### src/rtl/rt_mon_pkg.sv
// Shared types and helpers for the multi-channel round-trip latency monitor.
package rt_mon_pkg;

  localparam int DEF_DATA_WIDTH = 16;
  localparam int SUM_W          = 2 * DEF_DATA_WIDTH;

  typedef enum logic [1:0] {
    DIV_IDLE = 2'd0,
    DIV_RUN  = 2'd1,
    DIV_DONE = 2'd2
  } div_state_t;

  // Requests per batch: batch length divided by 2**log2n, rounded up.
  function automatic logic [31:0] ceil_shift(input logic [31:0] len, input int unsigned log2n);
    logic [32:0] rounded;
    rounded = {1'b0, len} + ((33'd1 << log2n) - 33'd1);
    return 32'(rounded >> log2n);
  endfunction

endpackage

### src/rtl/rt_mon_channel.sv
// One monitor channel: timestamp FIFO, latency accumulators and a restoring divider
// that publishes avg/min/max at the end of every batch.
module rt_mon_channel
  import rt_mon_pkg::*;
#(
  parameter int DATA_WIDTH      = DEF_DATA_WIDTH,
  parameter int MAX_OUTSTANDING = 4,
  parameter int LOG2_N_CORES    = 0
) (
  input  logic                  clk,
  input  logic                  rst_n,
  input  logic                  clear,
  input  logic                  req,
  input  logic                  resp,
  input  logic [DATA_WIDTH-1:0] now,
  input  logic [DATA_WIDTH-1:0] batch_length,
  output logic [DATA_WIDTH-1:0] avg,
  output logic [DATA_WIDTH-1:0] lat_min,
  output logic [DATA_WIDTH-1:0] lat_max,
  output logic                  valid,
  output logic                  err,
  output logic [1:0]            div_state
);

  localparam int W  = DATA_WIDTH;
  localparam int SW = 2 * DATA_WIDTH;
  localparam int AW = $clog2(MAX_OUTSTANDING);
  localparam int IW = $clog2(SW);
  localparam logic [AW:0]   DEPTH     = (AW + 1)'(MAX_OUTSTANDING);
  localparam logic [IW-1:0] LAST_ITER = IW'(SW - 1);

  // ---------------- timestamp FIFO ----------------
  logic [W-1:0]  fifo_mem [MAX_OUTSTANDING];
  logic [AW-1:0] wr_ptr, rd_ptr;
  logic [AW:0]   occ;
  logic          fifo_empty, fifo_full;
  logic          do_push, do_pop, sample, fifo_err;
  logic [W-1:0]  lat;

  always_comb begin
    do_push    = 1'b0;
    do_pop     = 1'b0;
    sample     = 1'b0;
    fifo_err   = 1'b0;
    lat        = '0;
    fifo_empty = (occ == '0);
    fifo_full  = (occ == DEPTH);
    if (!clear) begin
      if (resp) begin
        if (!fifo_empty) begin
          do_pop  = 1'b1;
          do_push = req;
          sample  = 1'b1;
          lat     = now - fifo_mem[rd_ptr];
        end else if (req) begin
          // Request and response in the same cycle with nothing queued: zero latency.
          sample = 1'b1;
        end else begin
          fifo_err = 1'b1;
        end
      end else if (req) begin
        if (fifo_full) fifo_err = 1'b1;
        else           do_push  = 1'b1;
      end
    end
  end

  always_ff @(posedge clk or negedge rst_n) begin
    if (!rst_n) begin
      wr_ptr <= '0;
      rd_ptr <= '0;
      occ    <= '0;
    end else if (clear) begin
      wr_ptr <= '0;
      rd_ptr <= '0;
      occ    <= '0;
    end else begin
      if (do_push) wr_ptr <= wr_ptr + 1'b1;
      if (do_pop)  rd_ptr <= rd_ptr + 1'b1;
      if (do_push && !do_pop)      occ <= occ + 1'b1;
      else if (do_pop && !do_push) occ <= occ - 1'b1;
    end
  end

  always_ff @(posedge clk) begin
    if (do_push) fifo_mem[wr_ptr] <= now;
  end

  // ---------------- accumulators ----------------
  logic [SW-1:0] sum, sum_next;
  logic [W-1:0]  cnt, cnt_next, mn, mn_next, mx, mx_next, reqs_n;
  logic          batch_end, start, overrun;
  div_state_t    state, state_next;

  assign reqs_n = W'(ceil_shift(32'(batch_length), LOG2_N_CORES));

  always_comb begin
    sum_next  = sum + SW'(lat);
    cnt_next  = cnt + 1'b1;
    mn_next   = (lat < mn) ? lat : mn;
    mx_next   = (lat > mx) ? lat : mx;
    batch_end = sample && (reqs_n != '0) && (cnt_next == reqs_n);
    start     = batch_end && (state == DIV_IDLE);
    overrun   = batch_end && (state != DIV_IDLE);
  end

  always_ff @(posedge clk or negedge rst_n) begin
    if (!rst_n) begin
      sum <= '0;
      cnt <= '0;
      mn  <= '1;
      mx  <= '0;
    end else if (clear || batch_end) begin
      sum <= '0;
      cnt <= '0;
      mn  <= '1;
      mx  <= '0;
    end else if (sample) begin
      sum <= sum_next;
      cnt <= cnt_next;
      mn  <= mn_next;
      mx  <= mx_next;
    end
  end

  always_ff @(posedge clk or negedge rst_n) begin
    if (!rst_n)                 err <= 1'b0;
    else if (clear)             err <= 1'b0;
    else if (fifo_err || overrun) err <= 1'b1;
  end

  // ---------------- divider FSM ----------------
  logic [IW-1:0] iter;

  always_ff @(posedge clk or negedge rst_n) begin
    if (!rst_n) state <= DIV_IDLE;
    else        state <= state_next;
  end

  always_comb begin
    state_next = state;
    case (state)
      DIV_IDLE: if (start) state_next = DIV_RUN;
      DIV_RUN:  if (iter == LAST_ITER) state_next = DIV_DONE;
      DIV_DONE: state_next = DIV_IDLE;
      default:  state_next = DIV_IDLE;
    endcase
    if (clear) state_next = DIV_IDLE;
  end

  assign div_state = state;
  assign valid     = (state == DIV_DONE);

  // Restoring division of the snapshotted sum by the sample count, one quotient bit per cycle.
  logic [SW-1:0] rem, rem_step, quo, quo_step, divisor;
  logic [SW:0]   rem_shift;
  logic [W-1:0]  snap_min, snap_max;

  always_comb begin
    rem_shift = {rem, quo[SW-1]};
    quo_step  = {quo[SW-2:0], 1'b0};
    rem_step  = rem_shift[SW-1:0];
    if (rem_shift >= {1'b0, divisor}) begin
      rem_step    = SW'(rem_shift - {1'b0, divisor});
      quo_step[0] = 1'b1;
    end
  end

  always_ff @(posedge clk or negedge rst_n) begin
    if (!rst_n) begin
      rem      <= '0;
      quo      <= '0;
      divisor  <= '0;
      iter     <= '0;
      snap_min <= '0;
      snap_max <= '0;
    end else if (start) begin
      rem      <= '0;
      quo      <= sum_next;
      divisor  <= SW'(cnt_next);
      iter     <= '0;
      snap_min <= mn_next;
      snap_max <= mx_next;
    end else if (state == DIV_RUN) begin
      rem  <= rem_step;
      quo  <= quo_step;
      iter <= iter + 1'b1;
    end
  end

  always_ff @(posedge clk or negedge rst_n) begin
    if (!rst_n) begin
      avg     <= '0;
      lat_min <= '0;
      lat_max <= '0;
    end else if (state == DIV_RUN && state_next == DIV_DONE) begin
      avg     <= (|quo_step[SW-1:W]) ? '1 : quo_step[W-1:0];
      lat_min <= snap_min;
      lat_max <= snap_max;
    end
  end

endmodule

### src/rtl/roundtrip_latency_monitor_mc.sv
// Multi-channel round-trip latency monitor: shared timestamp counter plus one
// independent rt_mon_channel per accelerator DMA port.
module roundtrip_latency_monitor_mc
  import rt_mon_pkg::*;
#(
  parameter int DATA_WIDTH      = DEF_DATA_WIDTH,
  parameter int N_CH            = 4,
  parameter int MAX_OUTSTANDING = 4,
  parameter int LOG2_N_CORES    = 0
) (
  input  logic                       clk_i,
  input  logic                       rstn_i,
  input  logic                       clear_i,
  input  logic [N_CH-1:0]            acc_req_valid_i,
  input  logic [N_CH-1:0]            mem_data_valid_i,
  input  logic [N_CH*DATA_WIDTH-1:0] batch_length_i,
  output logic [N_CH*DATA_WIDTH-1:0] mon_avg_o,
  output logic [N_CH*DATA_WIDTH-1:0] mon_min_o,
  output logic [N_CH*DATA_WIDTH-1:0] mon_max_o,
  output logic [N_CH-1:0]            mon_valid_o,
  output logic [N_CH-1:0]            mon_err_o,
  output logic [2*N_CH-1:0]          dbg_div_state_o
);

  localparam int W = DATA_WIDTH;

  // Free-running timestamp; clear_i leaves it alone since it is not channel state.
  logic [W-1:0] now;

  always_ff @(posedge clk_i or negedge rstn_i) begin
    if (!rstn_i) now <= '0;
    else         now <= now + 1'b1;
  end

  for (genvar c = 0; c < N_CH; c++) begin : g_ch
    rt_mon_channel #(
      .DATA_WIDTH      (DATA_WIDTH),
      .MAX_OUTSTANDING (MAX_OUTSTANDING),
      .LOG2_N_CORES    (LOG2_N_CORES)
    ) u_ch (
      .clk          (clk_i),
      .rst_n        (rstn_i),
      .clear        (clear_i),
      .req          (acc_req_valid_i[c]),
      .resp         (mem_data_valid_i[c]),
      .now          (now),
      .batch_length (batch_length_i[c*W +: W]),
      .avg          (mon_avg_o[c*W +: W]),
      .lat_min      (mon_min_o[c*W +: W]),
      .lat_max      (mon_max_o[c*W +: W]),
      .valid        (mon_valid_o[c]),
      .err          (mon_err_o[c]),
      .div_state    (dbg_div_state_o[2*c +: 2])
    );
  end

endmodule

### config.mk
export PLATFORM = sky130hd
export DESIGN_NAME = roundtrip_latency_monitor_mc
export DESIGN_NICKNAME = d
export VERILOG_FILES = /design/src/rtl/rt_mon_pkg.sv /design/src/rtl/rt_mon_channel.sv /design/src/rtl/roundtrip_latency_monitor_mc.sv
export SDC_FILE = /design/constraint.sdc
export NUM_CORES = 2
export LEC_CHECK = 0
export BUFFER_PORTS_ARGS = -buffer_cell sky130_fd_sc_hd__buf_4
export CORE_MARGIN = 8
export CORE_UTILIZATION = 43
export DETAILED_ROUTE_END_ITERATION = 8
export PLACE_DENSITY_LB_ADDON = 0.08
export RECOVER_POWER = 50
export SLEW_MARGIN = 20
export SYNTH_ARGS = -nofsm -noshare
export SYNTH_HDL_FRONTEND = slang
export SYNTH_SLANG_ARGS = --single-unit
### constraint.sdc
create_clock -name clk_i -period 7.84 [get_ports clk_i]
set_input_delay 0.392 -clock clk_i [delete_from_list [all_inputs] [get_ports clk_i]]
set_output_delay 0.392 -clock clk_i [all_outputs]
set_load 0.005 [all_outputs]
# == After elaboration in Yosys (flattened, before gate mapping) ==
# Memory sizes are Yosys's and may differ from the RTL's.
# Index checks and enable logic that the tools add are counted.
# totals
reg_bits,1036
latchBits,0
ram_bits,256
rom_bits,0
in_bits,75
output_inout_bits,208
wordCells,458
memories,4
# classes
add_sub_neg,37
multipliers,0
n_div,0
n_lt_le_gt_ge,12
n_eq_ne,24
n_shift,0
muxes,220
bitwise,0
reduce_logical,88
# mem_list
memory,depth,word_bits,read_ports,rd_clocked_by_memory_dff,write_ports,line_no,source
g_ch[0].u_ch.fifo_mem,4,16,1,0,1,rt_mon_channel.sv:33,logic [W-1:0] fifo_mem [MAX_OUTSTANDING];
g_ch[1].u_ch.fifo_mem,4,16,1,0,1,rt_mon_channel.sv:33,
g_ch[2].u_ch.fifo_mem,4,16,1,0,1,rt_mon_channel.sv:33,
g_ch[3].u_ch.fifo_mem,4,16,1,0,1,rt_mon_channel.sv:33,
# op_table
op,n
$mux W32,28
$mux W16,48
$ge A33 B16 Y1,4
$add A32 B16 Y32,4
$sub A32 B16 Y32,4
$mux W1,92
$add A16 B1 Y16 const B,5
$eq A16 B16 Y1,4
$gt A16 B16 Y1,4
$lt A16 B16 Y1,4
$reduce_bool A16 Y1,4
$reduce_or A16 Y1,4
$sub A16 B16 Y16,4
$mux W2,28
$reduce_bool A2 Y1,24
$mux W5,8
$mux W3,12
$logic_and A1 B1 Y1,28
$add A5 B1 Y5 const B,4
$eq A5 B5 Y1 const B,4
$add A2 B1 Y2 const B,8
$eq A2 B2 Y1 const B,8
$pmux W2 S2,4
$add A3 B1 Y3 const B,4
8 further kinds,40

# == Logic depth before layout (Yosys ltp) ==
# depth
depth_word,12
depth_mapped,24
mapped_depth_nobuf,22

# == Cells and area by module ==
# A second synthesis with hierarchy kept.
# unflattened
cells_unflattened,7086
area_unflattened_um2,71877.7
# modules_own_cells
mod,n_inst,cells_per_inst,area_per_inst_um2,seq_area_each_um2
rt_mon_channel (g_ch[0].u_ch),1,1762,17852.1,8323.0
rt_mon_channel (g_ch[3].u_ch),1,1791,17824.6,8323.0
rt_mon_channel (g_ch[2].u_ch),1,1738,17760.8,8323.0
rt_mon_channel (g_ch[1].u_ch),1,1738,17738.3,8323.0
roundtrip_latency_monitor_mc,1,57,701.9,400.4

# == Worst setup path after synthesis ==
# Ideal clock, no wire load.
# synth_timing
kind,register to register
start,register g_ch[0].u_ch.rd_ptr[0]
end,register g_ch[0].u_ch.snap_max[10]
setup_time_ps,133
arrival_ps,5671
t_required_ps,7707
slack_ps,2036
path_stages_with_launch,23
path_buffers,3
period_less_slack_ps,5804
path_cell_list,dfrtp_1 -> clkbuf_1 -> buf_1 -> mux4_2 -> ha_1 -> inv_1 -> fa_1 -> nand3_1 -> a21oi_1 -> o32ai_1 -> o21bai_1 -> o32ai_1 -> xor2_1 -> nor2_1 -> ha_1 -> nand4_1 -> nor3_1 -> o21ai_0 -> o211a_1 -> a21oi_1 -> clkbuf_1 -> mux2i_1 -> o21ai_0
# synth_between
elab_chain_len,7
# synth_lines
element,line_no,source
from (decl),rt_mon_channel.sv:34,"logic [AW-1:0] wr_ptr, rd_ptr;"
from (signal assigned),rt_mon_channel.sv:79,if (do_pop) rd_ptr <= rd_ptr + 1'b1;
$mem_v2 Z4 W16 (*),n/a,
$sub A16 B16 Y16 (*),rt_mon_channel.sv:54,lat = now - fifo_mem[rd_ptr];
$mux W16 (*),rt_mon_channel.sv:50,if (!fifo_empty) begin
$mux W16 (*),rt_mon_channel.sv:49,if (resp) begin
$mux W16 (*),rt_mon_channel.sv:48,if (!clear) begin
$gt A16 B16 Y1,rt_mon_channel.sv:101,mx_next = (lat > mx) ? lat : mx;
$mux W16 (*),rt_mon_channel.sv:101,
to (signal assigned),rt_mon_channel.sv:183,snap_max <= mx_next;
to (decl),rt_mon_channel.sv:157,"logic [W-1:0] snap_min, snap_max;"
# Every way passes the cells marked *; elsewhere a longest branch is shown, timed or not.
# A chain may end at the register's enable or synchronous reset.

# == Worst setup path in the final report ==
# layout_timing
start,register g_ch[1].u_ch.rd_ptr[0]
end,register g_ch[1].u_ch.mn[14]
# layout_between
elab_chain_len,9
# layout_lines
element,line_no,source
from (decl),rt_mon_channel.sv:34,
from (signal assigned),rt_mon_channel.sv:79,
$mem_v2 Z4 W16 (*),n/a,
$sub A16 B16 Y16 (*),rt_mon_channel.sv:54,
$mux W16 (*),rt_mon_channel.sv:50,
$mux W16 (*),rt_mon_channel.sv:49,
$mux W16 (*),rt_mon_channel.sv:48,
$lt A16 B16 Y1,rt_mon_channel.sv:100,mn_next = (lat < mn) ? lat : mn;
$mux W16 (*),rt_mon_channel.sv:100,
$mux W16 (*),rt_mon_channel.sv:118,end else if (sample) begin
$mux W16 (*),rt_mon_channel.sv:113,end else if (clear || batch_end) begin
to (signal assigned),rt_mon_channel.sv:121,mn <= mn_next;
to (decl),rt_mon_channel.sv:91,"logic [W-1:0] cnt, cnt_next, mn, mn_next, mx, mx_next, reqs_n;"
# Every way passes the cells marked *; elsewhere a longest branch is shown, timed or not. The select of a mux whose other input is x is not followed.

==> results.cfg <==
[outcome]
status = finished, violations left
failed_checks = max-capacitance violations, max-slew violations

[layout]
nets = 7454
area_delta_synth_final_pct = 13.4
finish.utilization = 0.490
fin_cells = 9317
finalInstanceArea_sq_um = 79500
final_layout_size_suffix_gt1_frac = 0.130

[logic_synthesis]
ys.flop_type = dfrtp_1
ys_types = 103
synth_top_family_by_area = compound AO/OA/AOI/OAI gates
ys_seq_elements = 1292
ys_warn_count = 0
synth_compound_area_frac = 0.158
ys_seq_area_frac = 0.480
synthAdderAreaFrac = 0.0668
synth_xor_area_frac = 0.0601
syn_area_sq_um = 70100
synth_fp_nets = 7268
avgSynthCellArea_sq_um = 10.3
synthTopCellsByCount = dfrtp_1, nand2_1, nor2_1
synth_top_area_share = 0.347
synthCells = 6828
synth_edf_count = 256
synth-simple-area-share = 0.137
synth_area_leaders = dfrtp_1, edfxtp_1, ha_1, xnor2_1, nand2_1
synthMuxAreaShare = 0.0581
async_flop_share = 0.802
yosysMostFrequentCell = dfrtp_1
yosysTopAreaCell = dfrtp_1

[global_routing]
grt.overflow.total = 0
grt_usage = 0.208
antenna_found_initial = 3
first_global_vias = 52400
grt_pass1_wl_microns = 299000
grt_max_degree = 151

[sta]
fin_crit_ps = 6390
finalCritPeriodShare = 0.816
slew_violations = 519
rsz0062_at_grt = false
setup_viol = 0
fin_tns_setup_ps = 0
fmax_ghz = 0.156
hold_viol_final = 0
slew_headroom = -1.58
worstMarginPinSlew_ps = 3870
skew_ps = 27.9

[place]
gp_congestion = 0.890
place_area_sq_um = 74500
dp_cells = 9031
dp_hpwl_microns = 127000
portBuffers = 282

[detailed_routing]
drc = 0
wirelength_microns = 186000
ant_nets = 0
drtIter0Drc = 3358
dr.pass1.iters = 5
vias = 51900
post_drt_wl_per_cell_microns = 20.0
vias_per_cell = 5.57

[cts]
root_buffer = clkbuf_16
clock-sinks = 1292
clk_latency_ps = 790
cts_tree = yes
cts.clk_slew.worst_paths_ps = 60
post_cts_buffers = 0
max-clock-path-buffers = 3
htree_levels = 4
numCtsBuffers = 150

[floorplanning]
die_h_microns = 420
initial_utilization = 0.432
coreArea_sq_um = 162000
die_x_microns = 420
io_pins = 283
die-area_sq_um = 176000
row_count = 148

[min_path]
hp-class = in -> reg

[setup_path]
crit_path_top_delay_cell = a21oi_1
path_max_fanout = 24
cp.arrival_ps = 7100
timing.critical_path.mode_cell = a21oi_1
cp-end-kind = flip-flop
max_stage_delay_ps = 900
crit_chain = clkbuf_1 -> mux4_2 -> ha_1 -> inv_1 -> fa_1 -> nand3_1 -> a21o_1 -> a211oi_1 -> a21o_1 -> a21oi_1 -> xnor2_1 -> nor2_1 -> ha_1 -> o21ai_0 -> o21ai_0 -> o211ai_1 -> a21oi_1 -> a211o_1 -> a21oi_1 -> nor2_1 -> a21oi_1
criticalPathCategory = reg -> reg
cp-start-kind = flip-flop
worstPathRequired_ps = 8550

[power_and_ir_drop]
power_density_nw_per_um2 = 231
power_mw = 18.4
total_leakage_power_nw = 34.6
peakVddDrop_v = 0.000262

[run]
maxCapViolCount = 6
==> cell type report <==
class	count	area (sq um)
Sequential cell	1292	33700
Inverter	333	1250
Clock inverter	88	1110
Tap cell	2175	2720
Clock buffer	188	4180
Fill cell	15100	82900
Multi-Input combinational cell	4831	33800
Antenna cell	4	10.0
Timing Repair Buffer	406	2780
==> cells by family after synthesis <==
logic type | count (synthesis)
simple gates | 1970
compound gates | 1714
flops | 1292
buf+inv | 705
xor+xnor | 472
fa+ha+maj | 365
mux | 310
==> metrics by stage <==
| stage | setup slack, ps | hold WS, ps |
|---|---|---|
| floorplan | 2040 | 96.4 |
| global placement | 1730 | 377 |
| detailed placement | 1640 | 369 |
| CTS | 1610 | 1.76 |
| global route | 903 | 81.6 |
| finish | 1450 | 74.5 |
==> layout by cell type (no fill, tap or decap), types with 48 or more instances in the layout <==
| cell | netlist | final |
|---|---|---|
| a211oi_1 | 51 | 51 |
| a21o_1 | 112 | 112 |
| a21oi_1 | 356 | 353 |
| a22o_1 | 71 | 71 |
| a22oi_1 | 139 | 139 |
| a31oi_1 | 50 | 49 |
| and2_1 | 63 | 62 |
| and3_1 | 55 | 51 |
| buf_4 | 18 | 166 |
| clkbuf_1 | 217 | 103 |
| clkbuf_16 | 0 | 154 |
| clkbuf_4 | 0 | 140 |
| dfrtp_1 | 972 | 972 |
| dfstp_2 | 64 | 64 |
| edfxtp_1 | 256 | 256 |
| ha_1 | 349 | 349 |
| inv_1 | 333 | 333 |
| mux2_2 | 135 | 135 |
| mux2i_1 | 109 | 109 |
| mux4_2 | 64 | 64 |
| nand2_1 | 580 | 578 |
| nand2b_1 | 63 | 60 |
| nand3_1 | 211 | 211 |
| nand4_1 | 80 | 80 |
| nor2_1 | 494 | 490 |
| nor2b_1 | 52 | 48 |
| nor3_1 | 115 | 115 |
| nor4_1 | 63 | 63 |
| o21a_1 | 58 | 58 |
| o21ai_0 | 435 | 435 |
| o21ai_1 | 93 | 91 |
| o22a_1 | 86 | 86 |
| xnor2_1 | 275 | 275 |
| xor2_1 | 191 | 191 |
==> path summary, 6_finish.rpt <==
kind / start / end / slack [ps] / cells after the start
max in group asynchronous: rstn_i / g_ch[0].u_ch.sum[22] / 2260 / 4
worst min register to register: g_ch[3].u_ch.iter[3] / g_ch[3].u_ch.iter[3] / 470 / 1
min in group asynchronous: rstn_i / g_ch[3].u_ch.rem[28] / 1510 / 2
worst max-delay path: g_ch[1].u_ch.rd_ptr[0] / g_ch[1].u_ch.mn[14] / 1450 / 21
worst max register to register: g_ch[1].u_ch.rd_ptr[0] / g_ch[1].u_ch.mn[14] / 1450 / 21
worst min-delay path: acc_req_valid_i[0] / g_ch[0].u_ch.err / 70 / 4
==> power breakdown <==
part	switching [mW]	internal, mW	leakage [nW]
Combinational	2.10	1.38	16.1
Sequential	0.248	7.14	15.9
Clock	2.94	4.55	2.61
==> per-layer routing <==
metal  up-vias  share of wire  global-route usage
li1      25000              -                   -
met1     25800           0.46               0.287
met2       849           0.48               0.346
met3       252          0.034              0.0285
met4         0          0.026              0.0590
met5         -              0                   0
==> worst max-delay path, delay by kind of cell, from the launching register on <==
family	cells	cell delay (ps)
AOI/OAI and AO/OA	11	2940
xor gates and xnor gates	1	180
adders and majority gates	3	730
buffers and inverters	2	560
DFF	1	780
muxes	1	590
and+or+nand+nor	3	550
==> repair_timing <==
action | in CTS | in global routing
resized for setup | 0 | 0
hold endpoints to repair | 65 | 0
hold buffers | 6 | 0
==> state kept, by name, summed over array words and instances (netlist names), 12 cells and up <==
| signal | flops |
|---|---|
| g_ch.u_ch.fifo_mem | 256 |
| g_ch.u_ch.quo | 128 |
| g_ch.u_ch.rem | 128 |
| g_ch.u_ch.sum | 128 |
| g_ch.u_ch.avg | 64 |
| g_ch.u_ch.cnt | 64 |
| g_ch.u_ch.divisor | 64 |
| g_ch.u_ch.lat_max | 64 |
| g_ch.u_ch.lat_min | 64 |
| g_ch.u_ch.mn | 64 |
| g_ch.u_ch.mx | 64 |
| g_ch.u_ch.snap_max | 64 |
| g_ch.u_ch.snap_min | 64 |
| g_ch.u_ch.iter | 20 |
| now | 16 |
| g_ch.u_ch.occ | 12 |
No activity file was read; power rests on OpenSTA's default activity.
